### src/rtl/cordic_iter_engine.sv
// cordic_iter_engine
//   Iterative CORDIC core. One shift-accumulate datapath is reused for
//   ITERS cycles, with shift amount equal to the iteration index. It
//   supports rotation mode (drive z to 0) and vectoring mode (drive y to 0).
//   Results are unscaled (gain ~1.6468). The atan constants come from an
//   external combinational ROM addressed by atan_idx.
//
//   Optional build macro CORDIC_ROUND_EN: when it is defined, every shift
//   term for i >= 1 is rounded as (v + 2^(i-1)) >>> i. Cycle behaviour is
//   the same in both builds.
//
// Ports
//   clk, rst_n              rising-edge clock, async active-low reset
//   in_valid / in_ready     operand handshake
//   in_mode                 0 = rotation, 1 = vectoring
//   x_in, y_in, z_in        operands (angle unit: 2^(WIDTH-1) = pi)
//   atan_idx / atan_val     ROM address (iteration index) / atan(2^-idx)
//   out_valid / out_ready   result handshake
//   x_out, y_out, z_out     result registers
//   busy                    high while running or holding a result
module cordic_iter_engine #(
    parameter int unsigned WIDTH = 32,
    parameter int unsigned ITERS = 16,
    parameter int unsigned IDX_W = $clog2(ITERS)
) (
    input  logic             clk,
    input  logic             rst_n,
    input  logic             in_valid,
    output logic             in_ready,
    input  logic             in_mode,
    input  logic [WIDTH-1:0] x_in,
    input  logic [WIDTH-1:0] y_in,
    input  logic [WIDTH-1:0] z_in,
    output logic [IDX_W-1:0] atan_idx,
    input  logic [WIDTH-1:0] atan_val,
    output logic             out_valid,
    input  logic             out_ready,
    output logic [WIDTH-1:0] x_out,
    output logic [WIDTH-1:0] y_out,
    output logic [WIDTH-1:0] z_out,
    output logic             busy
);

    localparam logic [IDX_W-1:0] LAST_ITER = IDX_W'(ITERS - 1);

    typedef enum logic [1:0] {
        ST_IDLE = 2'd0,
        ST_RUN  = 2'd1,
        ST_DONE = 2'd2
    } state_e;

    state_e                  state_q, state_d;
    logic signed [WIDTH-1:0] x_q, x_d;
    logic signed [WIDTH-1:0] y_q, y_d;
    logic signed [WIDTH-1:0] z_q, z_d;
    logic                    mode_q, mode_d;
    logic [IDX_W-1:0]        iter_q, iter_d;
    logic                    in_ready_q, in_ready_d;
    logic                    out_valid_q, out_valid_d;
    logic                    busy_q, busy_d;

    logic signed [WIDTH-1:0] x_sh, y_sh;
    logic                    dir_pos;

    // Arithmetic right shift, with optional round-half-up on the dropped bits
    function automatic logic signed [WIDTH-1:0] shr(
        input logic signed [WIDTH-1:0] v,
        input logic [IDX_W-1:0]        sh
    );
`ifdef CORDIC_ROUND_EN
        logic signed [WIDTH-1:0] bias;
        bias = (sh == '0) ? '0 : $signed(WIDTH'(1) << (sh - IDX_W'(1)));
        return (v + bias) >>> sh;
`else
        return v >>> sh;
`endif
    endfunction

    // Next-state and datapath logic
    always_comb begin
        state_d     = state_q;
        x_d         = x_q;
        y_d         = y_q;
        z_d         = z_q;
        mode_d      = mode_q;
        iter_d      = iter_q;
        in_ready_d  = in_ready_q;
        out_valid_d = out_valid_q;
        busy_d      = busy_q;

        x_sh = shr(x_q, iter_q);
        y_sh = shr(y_q, iter_q);
        // z == 0 (rotation) and y == 0 (vectoring) both count as negative direction
        dir_pos = mode_q ? y_q[WIDTH-1] : (!z_q[WIDTH-1] && (z_q != '0));

        unique case (state_q)
            ST_IDLE: begin
                in_ready_d = 1'b1;
                if (in_valid && in_ready_q) begin
                    x_d        = $signed(x_in);
                    y_d        = $signed(y_in);
                    z_d        = $signed(z_in);
                    mode_d     = in_mode;
                    iter_d     = '0;
                    in_ready_d = 1'b0;
                    busy_d     = 1'b1;
                    state_d    = ST_RUN;
                end
            end
            ST_RUN: begin
                // Simultaneous micro-rotation using the pre-edge x, y, z
                if (dir_pos) begin
                    x_d = x_q - y_sh;
                    y_d = y_q + x_sh;
                    z_d = z_q - $signed(atan_val);
                end else begin
                    x_d = x_q + y_sh;
                    y_d = y_q - x_sh;
                    z_d = z_q + $signed(atan_val);
                end
                if (iter_q == LAST_ITER) begin
                    iter_d      = '0;
                    out_valid_d = 1'b1;
                    state_d     = ST_DONE;
                end else begin
                    iter_d = iter_q + IDX_W'(1);
                end
            end
            ST_DONE: begin
                if (out_ready) begin
                    out_valid_d = 1'b0;
                    busy_d      = 1'b0;
                    in_ready_d  = 1'b1;
                    state_d     = ST_IDLE;
                end
            end
            default: begin
                iter_d      = '0;
                out_valid_d = 1'b0;
                busy_d      = 1'b0;
                in_ready_d  = 1'b0;
                state_d     = ST_IDLE;
            end
        endcase
    end

    // State and output registers
    always_ff @(posedge clk or negedge rst_n) begin
        if (!rst_n) begin
            state_q     <= ST_IDLE;
            x_q         <= '0;
            y_q         <= '0;
            z_q         <= '0;
            mode_q      <= 1'b0;
            iter_q      <= '0;
            in_ready_q  <= 1'b0;
            out_valid_q <= 1'b0;
            busy_q      <= 1'b0;
        end else begin
            state_q     <= state_d;
            x_q         <= x_d;
            y_q         <= y_d;
            z_q         <= z_d;
            mode_q      <= mode_d;
            iter_q      <= iter_d;
            in_ready_q  <= in_ready_d;
            out_valid_q <= out_valid_d;
            busy_q      <= busy_d;
        end
    end

    assign in_ready  = in_ready_q;
    assign out_valid = out_valid_q;
    assign busy      = busy_q;
    // iter_q is cleared outside RUN, so it doubles as the ROM address
    assign atan_idx  = iter_q;
    assign x_out     = x_q;
    assign y_out     = y_q;
    assign z_out     = z_q;

endmodule

### config.mk
export PLATFORM = sky130hd
export DESIGN_NAME = cordic_iter_engine
export DESIGN_NICKNAME = d
export VERILOG_FILES = /design/src/rtl/cordic_iter_engine.sv
export SDC_FILE = /design/constraint.sdc
export NUM_CORES = 1
export LEC_CHECK = 0
export ABC_AREA = 1
export BUFFER_PORTS_ARGS = -buffer_cell sky130_fd_sc_hd__buf_2
export CELL_PAD_IN_SITES_DETAIL_PLACEMENT = 0
export CELL_PAD_IN_SITES_GLOBAL_PLACEMENT = 1
export CORE_MARGIN = 1
export CORE_UTILIZATION = 41
export CTS_BUF_LIST = sky130_fd_sc_hd__clkbuf_2 sky130_fd_sc_hd__clkbuf_4 sky130_fd_sc_hd__clkbuf_8
export DETAILED_ROUTE_END_ITERATION = 8
export GPL_TIMING_DRIVEN = 0
export PLACE_DENSITY_LB_ADDON = 0.12
export SYNTH_ARGS = -nofsm -noshare
export SYNTH_HDL_FRONTEND = slang
export SYNTH_SLANG_ARGS = --single-unit
### constraint.sdc
create_clock -name clk -period 4.5 [get_ports clk]
set_clock_uncertainty 0.15 [all_clocks]
set_input_delay 0.675 -clock clk [delete_from_list [all_inputs] [get_ports clk]]
set_output_delay 0.675 -clock clk [all_outputs]
set_load 0.05 [all_outputs]
==> flow_metrics.tcl, run 1 <==
set metrics [dict create \
    grt_pass1_wl_mm 113 \
    h-tree-depth 3 \
    synthFlopType "dfrtp_1" \
    drt_iter0_markers 1797 \
    status "complete, but fails checks" \
    maxSlewViolCount 0 \
    syn-cell-area_um2 15300 \
    clk_pin_slew_ns 0.13 \
    die_w_um 195 \
    yosysTopAreaCellShare_pct 18.3 \
    grt_pass1_vias 18288 \
    layout_min_cycle_time_ns 4.62 \
    io_pins 236 \
    ff_latch_area_um2 2650 \
    clkLatencyLatePin_ns 0.48 \
    synthCells 2607 \
    finalNetCount 3162 \
    cp-start-kind "register" \
    required_ns 4.73 \
    post-route-period-util_pct 103 \
    fmax_mhz 217 \
    end_kind "register" \
    core_region_area_um2 36700 \
    synth-warning-count 0 \
    drive_gt1_share_pct 26.0 \
    multiInputGateArea_um2 13000 \
    dp_hpwl_mm 61.0 \
    cts_buffers 9 \
    fp-row-count 70 \
    die_y_um 195 \
    ys_seq_area_share_pct 17.3 \
    whs_path_depth 3 \
    max_cap_violations 0 \
    maxSlewHeadroom_pct 0.983 \
    cts_buffer_depth 2 \
    synth_fp_nets 2847 \
    cp.arrival_ns 4.85 \
    numPortBuffers 235 \
    finalSetupViolCount 10 \
    die_area_um2 38100 \
    placed_cell_area_um2 17100 \
    ys_top_cells_by_area "nand2_1 (18%), dfrtp_1 (17%), nand3_1 (11%), ha_1 (8.5%), o21ai_0 (7.4%)" \
    grt-ovfl-total 0 \
    syn_to_final_growth_pct 29.4 \
    r2r_cells 11 \
    reg2reg_slack_ns -0.12 \
    gp_congestion 1.05 \
    hp-class "in -> reg" \
    rsz0062_at_grt "true" \
    path_class "reg -> reg" \
    setup_ws_ns -0.118 \
    worst_slew_pin_slew_ns 1.49 \
    wire_per_inst_um 23.0 \
    ant_nets 0 \
    synth_cell_type_count 50 \
    synth_edf_count 0 \
    hold_viol_final 0 \
    synth_area_leader_cell "nand2_1" \
    num_vias 20106 \
    antenna_found_initial 5 \
    cts_root_buf "clkbuf_8" \
    grt_usage_pct 39.6 \
    viasPerCell 5.92 \
    synth_seq_cells 106 \
    n_fill_cell 3837 \
    path_max_fanout 10 \
    drc_errors 0 \
    violations "negative setup slack" \
    routed_wl_mm 78.3 \
    synth_area_per_cell_um2 5.87 \
    grt_max_degree 65 \
    start_util_pct 41.7 \
    cts.sink_count 106 \
    cts_tree "done" \
    synthArstFlopShare_pct 100 \
    design_area_um2 19800 \
    drt_pre_antenna_iters 8 \
]
==> final timing paths <==
check                      startpoint     endpoint
hold reg to reg                mode_q       mode_q
min in group asynchronous       rst_n     y_out[9]
hold / removal               y_in[25]    y_out[25]
max in group asynchronous       rst_n  atan_idx[0]
setup / recovery           state_q[0]     y_out[2]
setup reg to reg           state_q[0]     y_out[2]
==> critical path, cell delays in order (launching register included) <==
cell	delay (ns)
dfrtp_1	0.50
inv_1	0.14
nor2_2	0.15
inv_2	0.23
nand2_1	0.11
a21oi_1	0.17
nand2_1	0.29
nand2_1	0.45
buf_1	0.87
clkbuf_1	0.73
o21ai_0	0.45
o21ai_0	0.25
==> registers in the layout (all words and copies together) (netlist names) <==
name and flops:
busy 1, in_ready 1, mode_q 1, x_out 32, z_out 32, atan_idx 4
y_out 32, out_valid 1, state_q 2
==> stage by stage <==
stage | std cells | worst slack, ns | hold WS, ns | utilization, % | TNS (ns)
finish | 3398 | -0.118 | 0.280 | 54.0 | -0.570
global placement | 3310 | -1.82 | 0.353 | 46.5 | -91.62
CTS | 3352 | -0.00291 | 0.264 | 49.2 | -0.00427
floorplan | 2607 | 0.271 | 0.229 | - | 0
global route | 3395 | -0.287 | 0.298 | 53.9 | -3.65
detailed placement | 3311 | -1.86 | 0.366 | 46.6 | -92.79
==> synthesized netlist by cell type (3+ instances only) <==
cell and number:
nor3_1 31, a21boi_0 4, o21ai_1 7, nor4_1 9, xnor2_1 35, xor2_1 106, a221oi_1 3, or2_2 7
o22ai_1 13, nand4_1 22, inv_1 182, dfrtp_1 106, buf_4 6, buf_2 27, clkbuf_1 59, ha_1 104
nor3_2 6, and2_1 3, buf_6 4, nand2_1 746, a21oi_1 144, a31oi_1 14, o211ai_1 19, fa_1 3
nor2_4 3, nand3_1 344, o21ai_2 5, buf_1 9, o21ai_0 226, o31ai_1 4, o21bai_1 12, a21o_1 16
nor2_2 6, nor2_1 293, inv_2 11
==> cell usage in the layout, fill, tap and decap left out, types with 40 or more instances in the layout <==
master / instances
inv_1: 169
xor2_1: 101
nand3_1: 286
nand2_1: 654
buf_4: 75
nor2_2: 43
buf_2: 244
clkbuf_1: 40
dfrtp_1: 105
o21ai_0: 185
nand2_2: 83
ha_1: 81
a21oi_1: 99
nand3_2: 55
nor2_1: 240
==> per-layer routing <==
| metal | share of wire (%) | vias up | global-route usage (%) |
|---|---|---|---|
| met1 | 42 | 9483 | 52.0 |
| met3 | 8.1 | 201 | 5.13 |
| met4 | 5.9 | 0 | 22.3 |
| li1 | - | 9342 | - |
| met5 | 0 | - | 0 |
| met2 | 44 | 1080 | 62.5 |
==> kinds of logic (layout without fill, tap and decap cells) <==
logic type	count (synthesis)	after routing	synth area share, %
buffers and inverters	299	619	7.91
and+or+nand+nor	1477	1477	40.6
DFF	106	106	17.3
adders and majority gates	107	107	8.90
muxes	1	1	0.0736
AOI/OAI and AO/OA	476	476	17.1
other	0	3	0
xor gates and xnor gates	141	141	8.07
==> cell type report <==
type	count	area share (%)
inverters	194	3.77
clock buffers	10	0.695
multi-input cells	2202	65.9
well taps	468	2.96
diodes	3	0.0379
clock inverters	6	0.493
plain buffers	105	3.68
repair buffers	304	9.07
flip-flops and latches	106	13.4
==> what timing repair did <==
item,CTS,global route
endpoints found under the hold margin,22,0
cloned,0,4
hold buffers,1,0
gates resized for setup,163,383
setup endpoints to repair,91,58
setup buffers,24,39
pin swaps,34,106
Power of run 1 is not shown: default switching activity piles up to over one toggle a cycle in this logic, so the estimate is an artifact.
==> run 2, diff against run 1 <==
BUFFER_PORTS_ARGS = default   (was -buffer_cell sky130_fd_sc_hd__buf_2)
CAP_MARGIN = 10   (was default)
CORE_UTILIZATION = 46   (was 41)
DONT_BUFFER_PORTS = 1   (was default)
SLEW_MARGIN = 40   (was default)
==> run 2 against run 1 <==
Effect of this change: the flow still finishes with violations (negative setup slack); hold slack lost 0.28 ns; global-route usage rose by 4.9 points; cell count down 6.7%; critical path depth grew 17; die area fell by 11%; routed wire length about the same; sequential cell count unchanged; utilization rose by 5.6 points; register-to-register slack lost 0.13 ns; cell area down 1.9%; non-clock buffer count fell by 200; via count down 3.1%.
==> flow_metrics.tcl, run 2 (synthesis results as in run 1) <==
set metrics [dict create \
    ant_nets 0 \
    layout_min_cycle_time_ns 4.75 \
    antenna_found_initial 4 \
    grt_max_degree 107 \
    drt_iter0_markers 1908 \
    cts_root_buf "clkbuf_8" \
    grt_usage_pct 44.5 \
    die_area_um2 34000 \
    cts_tree "done" \
    grt_pass1_wl_mm 111 \
    grt-ovfl-total 0 \
    path_class "reg -> reg" \
    numPortBuffers 0 \
    drive_gt1_share_pct 24.1 \
    status "complete, but fails checks" \
    required_ns 4.73 \
    cp-start-kind "register" \
    cts_buffer_depth 2 \
    n_fill_cell 3177 \
    fp-row-count 66 \
    worst_slew_pin_slew_ns 0.934 \
    path_max_fanout 10 \
    dp_hpwl_mm 58.3 \
    final_cell_mix "nand2_1 (645), nand3_1 (269), nor2_1 (236)" \
    mostFrequentLayoutCell "nand2_1" \
    wire_per_inst_um 24.7 \
    die_y_um 184 \
    cts_buffers 9 \
    max_cap_violations 0 \
    finalNetCount 2962 \
    io_pins 236 \
    gp_congestion 1.07 \
    violations "negative setup slack" \
    drc_errors 0 \
    start_util_pct 46.9 \
    finalSetupViolCount 26 \
    placed_cell_area_um2 15900 \
    die_w_um 184 \
    core_region_area_um2 32600 \
    fmax_mhz 211 \
    h-tree-depth 3 \
    fin_util_pct 59.5 \
    clkLatencyLatePin_ns 0.49 \
    hp-class "in -> async" \
    syn_to_final_growth_pct 26.9 \
    drt_pre_antenna_iters 9 \
    ff_latch_area_um2 2690 \
    cp.arrival_ns 4.98 \
    end_kind "register" \
    cp_slowest_stage_delay_ns 0.58 \
    maxSlewViolCount 0 \
    routed_wl_mm 78.2 \
    clk_pin_slew_ns 0.14 \
    viasPerCell 6.15 \
    num_vias 19488 \
    rsz0062_at_grt "true" \
    setup_ws_ns -0.245 \
    post-route-period-util_pct 105 \
    grt_pass1_vias 18082 \
    maxSlewHeadroom_pct 37.7 \
    cts.sink_count 106 \
    tns_ns -3.17 \
    hold_viol_final 0 \
    crit_slowest_cell "dfrtp_4" \
    cpMostUsedCell "nand3_2" \
    multiInputGateArea_um2 13500 \
    design_area_um2 19400 \
]
-- run 2: cell type report --
type	count	share of cell area [%]
clock buffer	10	0.676
tap	442	2.85
timing repair buffer	104	4.81
antenna	1	0.0129
buffer	105	4.01
multi-input combinational	2202	69.7
sequential	106	13.9
clock inverter	6	0.290
inverter	194	3.81
-- run 2: metal layers --
layer  global-route usage, %  vias up  wire length, um
li1                        -     8941                -
met1                    55.3     9157            30600
met2                    69.6     1151            34100
met3                    12.2      235             8570
met4                    24.1        4             4860
met5                       0        -               25
-- run 2: worst paths after layout --
kind / from / to / slack [ns] / cells after the start
min in group clk: in_mode / mode_q / 0.19 / 1
max: atan_idx[1] / x_out[25] / -0.25 / 28
min: rst_n / x_out[14] / 0.004 / 1
max in group asynchronous: rst_n / atan_idx[1] / 3.68 / 1
max reg2reg: atan_idx[1] / x_out[25] / -0.25 / 28
min reg2reg: mode_q / mode_q / 0.41 / 1
-- run 2: through the flow --
stage               hold WS (ns)  std cells  worst slack, ns
floorplan                  0.229       2607            0.271
global placement           0.231       3049            -1.84
detailed placement         0.232       3049            -1.47
CTS                       0.0194       3106           -0.148
global route              0.0365       3169           -0.451
finish                   0.00434       3170           -0.245
-- run 2: what timing repair did --
action	CTS	global route
setup endpoints to repair	85	65
resized for setup	267	417
endpoints found under the hold margin	106	0
setup buffers	38	61
hold buffers	1	0
cloned	2	4
pin swaps	51	122
-- run 2: critical path, delay by kind of cell, from the launching register on --
family,cells,cell delay (ns)
compound gates,5,0.71
xor+xnor,1,0.14
fa+ha+maj,2,0.42
buf+inv,6,0.97
flops,1,0.58
simple gates,14,1.66
Power of run 2 is left out for the same reason.
